## config.mk

```make
export PLATFORM = sky130hd
export DESIGN_NAME = fma16_unpack
export DESIGN_NICKNAME = d
export VERILOG_FILES = /design/src/rtl/fma16_unpack.sv
export SDC_FILE = /design/constraint.sdc
export NUM_CORES = 1
export LEC_CHECK = 0
export CAP_MARGIN = 20
export CORE_UTILIZATION = 35
export DETAILED_ROUTE_END_ITERATION = 10
export DONT_BUFFER_PORTS = 1
export GPL_ROUTABILITY_DRIVEN = 0
export HOLD_SLACK_MARGIN = 0.08
export PLACE_DENSITY = 0.56
export SLEW_MARGIN = 15
export SYNTH_ARGS = -nofsm -noshare
export SYNTH_HDL_FRONTEND = slang
export SYNTH_SLANG_ARGS = --single-unit
```

## constraint.sdc

```tcl
create_clock -name clk -period 7.2 [get_ports clk]
set_input_delay 1.08 -clock clk [delete_from_list [all_inputs] [get_ports clk]]
set_output_delay 1.08 -clock clk [all_outputs]
set_load 0.02 [all_outputs]
```

## src/rtl/fma16_unpack.sv

```systemverilog
// fma16 operand-issue stage: operand substitution, fp16 field unpack, iterative subnormal normalization.
// Optional classification logic (xcls/ycls/zcls/invalid_pre) is built when FMA16_UNPACK_CLASS_EN is defined.
module fma16_unpack #(
  parameter int SHIFT_PER_CYCLE = 1,
  parameter int EXP_W           = 7
) (
  input  logic             clk,
  input  logic             reset_n,
  input  logic             in_valid,
  output logic             in_ready,
  input  logic [15:0]      x,
  input  logic [15:0]      y,
  input  logic [15:0]      z,
  input  logic             mul,
  input  logic             add,
  input  logic             negp,
  input  logic             negz,
  input  logic [1:0]       roundmode,
  output logic             out_valid,
  input  logic             out_ready,
  output logic             xs,
  output logic             ys,
  output logic             zs,
  output logic             ps,
  output logic [EXP_W-1:0] xe,
  output logic [EXP_W-1:0] ye,
  output logic [EXP_W-1:0] ze,
  output logic [10:0]      xm,
  output logic [10:0]      ym,
  output logic [10:0]      zm,
  output logic [3:0]       xcls,
  output logic [3:0]       ycls,
  output logic [3:0]       zcls,
  output logic             invalid_pre,
  output logic [1:0]       rm_q
);

  typedef enum logic [1:0] {IDLE, NORM, DONE} state_t;
  state_t state, state_nxt;

  function automatic logic [EXP_W-1:0] unpack_e(input logic [15:0] w);
    if (w[14:10] == 5'd0) return (w[9:0] == 10'd0) ? '0 : EXP_W'(1);
    return EXP_W'(w[14:10]);
  endfunction

  function automatic logic [10:0] unpack_m(input logic [15:0] w);
    return {(w[14:10] != 5'd0), w[9:0]};
  endfunction

  function automatic int lzc11(input logic [10:0] m);
    int n;
    n = 11;
    for (int i = 0; i <= 10; i++) if (m[i]) n = 10 - i;
    return n;
  endfunction

  // One normalization step: shift by at most SHIFT_PER_CYCLE, exponent tracks the shift.
  function automatic logic [EXP_W+10:0] norm_step(input logic signed [EXP_W-1:0] e,
                                                  input logic [10:0] m);
    int k;
    k = lzc11(m);
    if (k > SHIFT_PER_CYCLE) k = SHIFT_PER_CYCLE;
    if (m[10] || (m == 11'd0)) k = 0;
    return {e - EXP_W'(k), m << k};
  endfunction

  function automatic logic needs_norm(input logic [10:0] m);
    return !m[10] && (m != 11'd0);
  endfunction

  logic        accept;
  logic [15:0] xw, yw, zw;
  logic        zs_in, ps_in;
  logic [10:0] xm_u, ym_u, zm_u;
  logic        any_sub;
  logic signed [EXP_W-1:0] xe_n, ye_n, ze_n;
  logic [10:0] xm_n, ym_n, zm_n;
  logic        norm_done;

  assign in_ready  = reset_n & ((state == IDLE) | ((state == DONE) & out_ready));
  assign accept    = in_valid & in_ready;
  assign out_valid = (state == DONE);

  assign xw    = x;
  assign yw    = mul ? y : 16'h3C00;
  assign zw    = add ? z : 16'h0000;
  assign zs_in = zw[15] ^ negz;
  assign ps_in = xw[15] ^ yw[15] ^ negp;

  assign xm_u    = unpack_m(xw) & {11{(xw[14:0] != 15'd0)}};
  assign ym_u    = unpack_m(yw) & {11{(yw[14:0] != 15'd0)}};
  assign zm_u    = unpack_m(zw) & {11{(zw[14:0] != 15'd0)}};
  assign any_sub = needs_norm(xm_u) | needs_norm(ym_u) | needs_norm(zm_u);

  always_comb begin
    {xe_n, xm_n} = norm_step(xe, xm);
    {ye_n, ym_n} = norm_step(ye, ym);
    {ze_n, zm_n} = norm_step(ze, zm);
  end
  assign norm_done = !needs_norm(xm_n) && !needs_norm(ym_n) && !needs_norm(zm_n);

  always_ff @(posedge clk or negedge reset_n) begin
    if (!reset_n) state <= IDLE;
    else          state <= state_nxt;
  end

  always_comb begin
    state_nxt = state;
    case (state)
      IDLE:    if (accept) state_nxt = any_sub ? NORM : DONE;
      NORM:    if (norm_done) state_nxt = DONE;
      DONE:    if (out_ready) state_nxt = accept ? (any_sub ? NORM : DONE) : IDLE;
      default: state_nxt = IDLE;
    endcase
  end

  // Capture on accept, then iterate normalization while in NORM.
  always_ff @(posedge clk or negedge reset_n) begin
    if (!reset_n) begin
      xs   <= 1'b0; ys <= 1'b0; zs <= 1'b0; ps <= 1'b0;
      xe   <= '0;   ye <= '0;   ze <= '0;
      xm   <= '0;   ym <= '0;   zm <= '0;
      rm_q <= '0;
    end else if (accept) begin
      xs   <= xw[15];
      ys   <= yw[15];
      zs   <= zs_in;
      ps   <= ps_in;
      xe   <= unpack_e(xw);
      ye   <= unpack_e(yw);
      ze   <= unpack_e(zw);
      xm   <= xm_u;
      ym   <= ym_u;
      zm   <= zm_u;
      rm_q <= roundmode;
    end else if (state == NORM) begin
      xe <= xe_n; ye <= ye_n; ze <= ze_n;
      xm <= xm_n; ym <= ym_n; zm <= zm_n;
    end
  end

`ifdef FMA16_UNPACK_CLASS_EN
  function automatic logic [3:0] classify(input logic [15:0] w);
    logic emax, fz, nan;
    emax = (w[14:10] == 5'h1F);
    fz   = (w[9:0] == 10'd0);
    nan  = emax && !fz;
    return {nan && !w[9], nan, emax && fz, (w[14:10] == 5'd0) && fz};
  endfunction

  logic [3:0] xc_in, yc_in, zc_in;
  logic       inv_in;

  assign xc_in  = classify(xw);
  assign yc_in  = classify(yw);
  assign zc_in  = classify(zw);
  assign inv_in = xc_in[3] | yc_in[3] | zc_in[3] |
                  (xc_in[1] & yc_in[0]) | (xc_in[0] & yc_in[1]) |
                  ((xc_in[1] | yc_in[1]) & zc_in[1] & (ps_in != zs_in));

  always_ff @(posedge clk or negedge reset_n) begin
    if (!reset_n) begin
      xcls <= '0; ycls <= '0; zcls <= '0; invalid_pre <= 1'b0;
    end else if (accept) begin
      xcls <= xc_in; ycls <= yc_in; zcls <= zc_in; invalid_pre <= inv_in;
    end
  end
`else
  assign xcls        = 4'd0;
  assign ycls        = 4'd0;
  assign zcls        = 4'd0;
  assign invalid_pre = 1'b0;
`endif

endmodule
```

==> metrics <==
initial antenna violation count=0; Post-synth ARST share=100%; vias in the first global route=2894; Layout Skew=0.00825 ns; Layout area overhead=8.46%; Slew @ Worst Pin=0.886 ns; power per cell area=284 mW/mm²; synth top area cells=dfrtp_1 (43%), nand2_1 (4.5%), ha_1 (4.2%); RSZ-0062 raised after global routing=false; period utilisation layout=38.3%; Setup-failing EPs final=0; vias=2876; diode count=0; leakage power=1.81 nW; aggregate global routing overflow=0; largest net degree at the start of global routing=66; port buffer count=0; critical-path cell list=or3_1, nor4_4, nor2_1, ha_1, inv_1, fa_1, a21o_1, a211oi_1, nor3b_1, xnor2_1, nor2_1; slowest stage delay, CP=0.52 ns; cell count after placement=511; 1st-pass router iterations=4; final number of hold-violating endpoints=0; Die Ht=103 µm; clock root buffer=clkbuf_8; status=finished, final reports clean; Seq cells post-synth=62; Yosys top cell by area=dfrtp_1; share of cells above drive strength 1=8.12%; die area=0.0107 mm²; Hold/Removal Path Class=primary input to asynchronous set/reset pin; FF-to-FF setup slack=4.44 ns; main flop type after synthesis=dfrtp_1; number of flops mapped to enable cells by yosys=0; core region area=0.00986 mm²; CTS Buffer Depth=2; Crit Path Class=flip-flop to flip-flop; CP endpoint kind=flip-flop; crit-path max FO=4; maximum vdd drop=0.0778 mV; Total Wirelength=9.41 mm; Starting Density=36.4%; first-pass GRT wire length=14.7 mm; Layout Nets=462; final cell count without fillers=527; filler cell count=986; Critical Path RT=7.41 ns; Worst slew margin=40.8%; # DRC=0; setup tns final=0 ns; final slew viol count=0; CTS Sinks=62; Detail Route Antenna Nets=0; cell mode on critical path=nor2_1; clk_lat worst skew=0.33 ns; Die Width=103 µm; DRT iter0 DRCs=114; most instantiated library cell after synthesis=dfrtp_1; CP max stage cell=dfrtp_1; Area after DPL=0.00371 mm²; post-route cell area=0.00390 mm²; clock-pin slew on the worst setup and hold paths=0.07 ns; post-CTS sizing=0; IO Count=133; most common library cells after synthesis=dfrtp_1 (62), nand2_1 (43), nor2_1 (27); CP Launch Type=flip-flop; Peak Freq=362 MHz; max cap viols=0; CTS Buf Count=9; WP data arrival=2.97 ns; Synth top area share=43.2%; Avg Cell Area, Syn=9.51 µm²; CTS tree=built; Post-Syn Area=0.00359 mm²; routed length per placed instance=17.9 µm; crit path time final=2.76 ns; Post-Syn Instances=378; Hold Buf Count CTS=0; Synth warnings=0; Tot GR Track Use=18.4%; Post-DP HPWL=6.85 mm; sequential cell area fraction in the yosys report=43.2%; setup bufs post-CTS=0; Vias/cell=5.46; Synth cell types=49; H-tree levels=3; # rows=36
[layout by cell type (no fill, tap or decap), types with 3 or more instances in the layout]
cell / count
nand2b_1: 4
conb_1: 25
xnor2_1: 8
nor2_1: 27
clkbuf_8: 9
o21ai_1: 6
a21oi_1: 15
a21o_1: 16
inv_1: 21
nand3_1: 5
ha_1: 12
dfrtp_1: 62
a22o_1: 13
or2_2: 5
nor3_1: 12
or4_4: 3
nand2_1: 43
o21ai_0: 8
a222oi_1: 3
and3_1: 3
a221o_1: 9
nor4_1: 7
nor2b_1: 6
o22ai_1: 3
a22oi_1: 14
clkbuf_1: 3
fa_1: 3
or3_1: 9
buf_4: 3
nor3b_1: 6
[stage by stage]
step                hold WS, ns  power (mW)  util, %  worst slack (ns)
CTS                       0.410        1.12     39.5              4.44
detailed placement        0.612       0.817     37.7              4.28
finish                    0.434        1.11     39.5              4.44
global route              0.406        1.18     39.5              4.28
floorplan                 0.589       0.759        -              4.63
global placement          0.605       0.810     37.7              4.35
[report_power, final]
group	switching, mW	internal, mW	total [mW]
clock	0.137	0.159	0.296
combinational	0.124	0.113	0.237
sequential	0.162	0.410	0.573
[routing by layer]
metal  share of wire (%)  global-route usage [%]
met1                  43                    23.4
met2                  47                    29.3
met3                 8.7                    5.71
met4                 1.4                    7.04
met5                   0                       0
[final timing paths]
kind                         start  endpoint  cells past startpoint
setup / recovery             ym[4]     ye[6]                     11
hold / removal             reset_n     zm[6]                      0
setup reg to reg             ym[4]     ye[6]                     11
hold reg to reg                 xs        xs                      2
max in group asynchronous  reset_n     ym[3]                      0
min in group clk                xs        xs                      2
[registers in the layout, indices dropped and copies added (netlist names), 2 cells and up]
register	count
ye	7
ze	7
xe	7
zm	11
ym	11
state	2
rm_q	2
xm	11
[worst max-delay path: cells and delay by family, from the launching register on]
family,cells,cell delay (ns)
AO/OA/AOI/OAI,2,0.53
XOR/XNOR,1,0.16
adder cells (fa/ha/maj),2,0.59
buffers and inverters,1,0.05
flip-flops,1,0.52
AND/OR/NAND/NOR,5,0.80
[layout make-up]
type	count	area (µm²)	share of cell area, %
multi-input cells	292	1900	48.6
flip-flops and latches	62	1550	39.8
repair buffers	3	22.5	0.578
well taps	133	166	4.27
inverters	21	78.8	2.02
clock inverters	4	47.5	1.22
clock buffers	12	135	3.47
[cell families after synthesis]
kind of cell / count (synthesis) / synth area share [%]
buffers and inverters: 47 / 6.48
AND/OR/NAND/NOR: 143 / 21.6
AO/OA/AOI/OAI: 100 / 20.5
flip-flops: 62 / 43.2
other: 2 / 0.209
XOR/XNOR: 9 / 2.19
adder cells (fa/ha/maj): 15 / 5.85
No activity file was read; power rests on OpenSTA's default activity.
